## src/rtl/img2col_pkg.sv

```systemverilog
// Shared definitions for the img2col front end: the default pixel width,
// the collector state type and a helper that sizes element counters.
package img2col_pkg;

    localparam int DATA_WIDTH = 16;

    typedef enum logic [0:0] {
        COLLECT = 1'b0,
        WAIT    = 1'b1
    } state_t;

    // Bits needed to hold any count from 0 to n inclusive.
    function automatic int cnt_width(input int n);
        return $clog2(n + 1);
    endfunction

endpackage

```

## src/rtl/img2col_sipo_collector.sv

```systemverilog
// Serial-in parallel-out collector feeding the img2col PIPO register bank.
// Elements arrive one per cycle on a valid/ready handshake and are packed
// into a reg_num-wide vector. A collection buffer and an output holding
// register let filling continue while a finished vector waits downstream.
// Entries past the real element count of a vector are always presented as
// zero, so nothing left over from an earlier vector can leak through.
module img2col_sipo_collector
    import img2col_pkg::*;
#(
    parameter int data_width = DATA_WIDTH,
    parameter int reg_num    = 20
) (
    input  logic                            clk,
    input  logic                            rst,
    input  logic                            in_valid,
    output logic                            in_ready,
    input  logic [data_width-1:0]           in_data,
    input  logic                            in_last,
    output logic                            out_valid,
    input  logic                            out_ready,
    output logic [data_width-1:0]           out_data [reg_num-1:0],
    output logic [cnt_width(reg_num)-1:0]   out_count,
    output logic                            out_last
);

    localparam int CW = cnt_width(reg_num);

    state_t                 state;
    logic [CW-1:0]          idx;
    logic [data_width-1:0]  coll [reg_num-1:0];
    logic [data_width-1:0]  hold [reg_num-1:0];
    logic [CW-1:0]          pend_count;
    logic                   pend_last;

    logic                   accept;
    logic                   complete;
    logic                   hold_free;
    logic                   load;
    logic [CW-1:0]          src_count;
    logic                   src_last;
    logic [data_width-1:0]  xfer_vec [reg_num-1:0];

    // Upstream may only push while collecting and out of reset.
    assign in_ready  = !rst && (state == COLLECT);
    assign accept    = in_valid && in_ready;
    assign complete  = accept && ((idx == CW'(reg_num - 1)) || in_last);
    assign hold_free = !out_valid || out_ready;

    // The holding register is refilled either straight from the stream or
    // from a vector that was parked in the collection buffer.
    assign load = (state == COLLECT) ? (complete && hold_free)
                                     : (out_valid && out_ready);

    // While collecting, the vector being closed includes the element on
    // the input this cycle; while waiting, it is the parked vector.
    assign src_count = (state == COLLECT) ? (idx + CW'(1)) : pend_count;
    assign src_last  = (state == COLLECT) ? in_last : pend_last;

    // Build the transfer vector, zeroing every entry at or beyond the count.
    for (genvar i = 0; i < reg_num; i++) begin : g_pad
        logic [data_width-1:0] src;
        assign src = ((state == COLLECT) && (idx == CW'(i))) ? in_data : coll[i];
        assign xfer_vec[i] = (CW'(i) < src_count) ? src : '0;
    end

    assign out_data = hold;

    // Collection buffer, write index, handshake state and output register.
    always_ff @(posedge clk) begin
        if (rst) begin
            state      <= COLLECT;
            idx        <= '0;
            out_valid  <= 1'b0;
            out_count  <= '0;
            out_last   <= 1'b0;
            pend_count <= '0;
            pend_last  <= 1'b0;
            for (int i = 0; i < reg_num; i++) begin
                coll[i] <= '0;
                hold[i] <= '0;
            end
        end else begin
            if (accept) begin
                coll[idx] <= in_data;
            end

            if (load) begin
                hold      <= xfer_vec;
                out_valid <= 1'b1;
                out_count <= src_count;
                out_last  <= src_last;
            end else if (out_valid && out_ready) begin
                out_valid <= 1'b0;
            end

            case (state)
                COLLECT: begin
                    if (complete) begin
                        idx <= '0;
                        if (!hold_free) begin
                            state      <= WAIT;
                            pend_count <= idx + CW'(1);
                            pend_last  <= in_last;
                        end
                    end else if (accept) begin
                        idx <= idx + CW'(1);
                    end
                end
                WAIT: begin
                    if (out_valid && out_ready) begin
                        state <= COLLECT;
                        idx   <= '0;
                    end
                end
                default: begin
                    state <= COLLECT;
                    idx   <= '0;
                end
            endcase
        end
    end

endmodule

```

## config.mk

```make
export PLATFORM = sky130hd
export DESIGN_NAME = img2col_sipo_collector
export DESIGN_NICKNAME = d
export VERILOG_FILES = /design/src/rtl/img2col_pkg.sv /design/src/rtl/img2col_sipo_collector.sv
export SDC_FILE = /design/constraint.sdc
export NUM_CORES = 1
export LEC_CHECK = 0
export ABC_AREA = 1
export CAP_MARGIN = 30
export CORE_MARGIN = 5
export CORE_UTILIZATION = 45
export DETAILED_ROUTE_END_ITERATION = 8
export PLACE_DENSITY = 0.75
export RECOVER_POWER = 50
export SLEW_MARGIN = 20
export SYNTH_ARGS = -nofsm -noshare
export SYNTH_HDL_FRONTEND = slang
export SYNTH_SLANG_ARGS = --single-unit
```

## constraint.sdc

```tcl
create_clock -name clk -period 2.66 [get_ports clk]
set_clock_uncertainty 0.15 [all_clocks]
set_input_delay 0.532 -clock clk [delete_from_list [all_inputs] [get_ports clk]]
set_output_delay 0.532 -clock clk [all_outputs]
set_load 0.005 [all_outputs]
```

==> impl_metrics.tcl <==
set metrics [dict create \
    status "complete, no violations" \
    drt_iter0_markers 2429 \
    grt_use_total_pct 23.73 \
    ant_nets 0 \
    cts_tree "built" \
    rsz0062_at_grt "false" \
    power.density_nw_per_um2 655.8 \
    num_rows 91 \
    synth_fp_nets 3246 \
    yosysWarnings 0 \
    period_needed_ns 2.533 \
    post-route-util_pct 56.39 \
    cts.sinks 659 \
    dpl.hpwl_mm 52.32 \
    nets 3516 \
    first_global_vias 21324 \
    holdBufCountCts 0 \
    fmax_mhz 394.8 \
    drive_gt1_share_pct 8.202 \
    hold_viol 0 \
    cts_buffer_depth 3 \
    yosysSeqAreaShare_pct 59.23 \
    ff2ff_path_depth 7 \
    nFillCells 5329 \
    r2r-start "state" \
    vias 23173 \
    multi_input_area_um2 9697 \
    grt_pass1_wl_mm 125.7 \
    synth_area_um2 27680 \
    clk_latency_ns 0.63 \
    via_per_inst 5.342 \
    overflow 0 \
    cp-startpoint "state" \
    final_common_cell "nand2_1" \
    drv_cap 0 \
    htree_levels 3 \
    die_w_um 258.0 \
    die_area_um2 66570 \
    r2r_slack_ns 0.13 \
    path_clk_slew_ns 0.06 \
    syn_avg_cell_area_um2 8.599 \
    critPathCaptureType "flip-flop" \
    critPathCapture "coll[9][14]" \
    fin_crit_sh_pct 95.23 \
    synth_cell_types 29 \
    ir_drop_mv 0.4403 \
    port-buffer-count 348 \
    cts_root_buf "clkbuf_16" \
    path_class "flip-flop to flip-flop" \
    start_kind "flip-flop" \
    required_ns 2.79 \
    initial_utilization_pct 45.11 \
    crit_arrival_ns 2.66 \
    timing.rr.end "coll[9][14]" \
    first_pass_iters 6 \
    drc 0 \
    die_h_um 258.0 \
    antenna_found_initial 0 \
    setup_viol 0 \
    wire_per_inst_um 18.84 \
    final_cell_mix "nand2_1 (784), o21ai_0 (385), nor2_1 (373), dfxtp_1 (339), a21oi_1 (336)" \
    coreArea_um2 61370 \
    cts_setup_buffers 0 \
    leakagePower_nw 13.30 \
    layout-area-overhead-vs-synth_pct 25.02 \
    timing.slew.headroom_pct 49.16 \
    routed_wl_mm 81.74 \
    register_area_um2 16400 \
    tightest_slew_ns 0.7626 \
    ys_seq_elements 659 \
    num_antenna_cells 0 \
    setup_tns_ns 0 \
    synth_cells 3219 \
    hold_path_class "input port to flip-flop" \
    gp_congestion 0.8902 \
    critPathMaxFanout 16 \
    cts_buffers 71 \
    slew_violations 0 \
    ios 349 \
    grt_max_degree 116 \
]
-- Yosys cell counts, drive strengths merged --
cell type | n | area, um2
or2 | 2 | 12.52
a211oi | 3 | 22.52
inv | 83 | 311.5
a21oi | 337 | 1694
nand2 | 794 | 3005
dfxtp | 339 | 6787
a31oi | 1 | 6.260
nand3 | 127 | 655.6
nor2 | 377 | 1445
nor3 | 2 | 26.28
clkbuf | 171 | 641.9
ha | 6 | 75.07
buf | 118 | 653.1
nand4 | 20 | 131.4
o21ai | 519 | 2605
edfxtp | 320 | 9609
-- area by class of cell --
cell class,instances,area share [%]
timing repair buffer,486,13.84
sequential,659,47.38
clock inverter,33,0.9581
tap,790,2.856
multi-input combinational,2188,28.02
clock buffer,99,6.020
inverter,83,0.9291
-- cells by family (layout without fill, tap and decap cells) --
group | Yosys count | count (layout) | synth area share [%]
buf+inv | 372 | 701 | 5.804
flops | 659 | 659 | 59.23
simple gates | 1322 | 1322 | 19.06
compound gates | 860 | 860 | 15.63
fa+ha+maj | 6 | 6 | 0.2712
-- per-layer routing --
| layer | vias to the layer above | global-route usage, % | part of all wire (%) |
|---|---|---|---|
| met5 | - | 0 | 0 |
| met4 | 0 | 6.793 | 2.4 |
| met3 | 129 | 4.810 | 8.3 |
| met2 | 868 | 37.89 | 46 |
| met1 | 10845 | 33.08 | 43 |
| li1 | 11331 | - | - |
-- worst max-delay path, cell delays in order, from the launching register on --
cell and delay [ns]:
dfxtp_1 0.38, nor2_4 0.17, nand2_1 0.18, inv_2 0.13
clkbuf_1 0.58, nand2_1 0.14, nand2_1 0.09, clkbuf_2 0.34
-- flip-flops by register name (all words and copies together), names as in the netlist --
signal	cells
out_valid	1
pend_last	1
state	1
out_count	5
coll	320
idx	5
pend_count	5
out_last	1
out_data	320
-- repair_timing --
| action | 4_1_cts | 5_1_grt |
|---|---|---|
| setup endpoints to repair | 0 | 8 |
| resized for setup | 0 | 3 |
| hold endpoints to repair | 0 | 0 |
-- through the flow --
stage / worst slack (ns) / power [W] / instance area (um2) / cells / hold WS, ns
2_1_floorplan: 0.1541 / 0.01204 / 27680 / 3219 / 0.2910
3_3_place_gp: 0.1875 / 0.01288 / 32380 / 4206 / 0.3001
3_5_place_dp: 0.1436 / 0.01291 / 32380 / 4206 / 0.3024
4_1_cts: 0.09626 / 0.02291 / 34800 / 4338 / 0.2854
5_1_grt: 0.01160 / 0.02346 / 34610 / 4338 / 0.3117
6_report: 0.1268 / 0.02270 / 34610 / 4338 / 0.3042
-- worst min path at each step --
stage                  startpoint            end  slack (ns)  cells after the start
finish                        rst  out_data[306]        0.30                      3
global route                  rst  out_data[311]        0.31                      3
CTS                           rst  out_data[311]        0.29                      3
detailed placement  out_data[293]  out_data[293]        0.30                      2
global placement    pend_count[0]  pend_count[0]        0.30                      2
floorplan           pend_count[2]  pend_count[2]        0.29                      2
-- power breakdown --
group	leakage (nW)	total (W)	internal [W]	switching (W)
registers	6.03	0.0111	0.0110	0.000150
clock network	1.19	0.0100	0.00579	0.00425
logic	6.08	0.00154	0.000594	0.000950
total	13.3	0.0227	0.0174	0.00535
(Power assumes the default switching activity.)
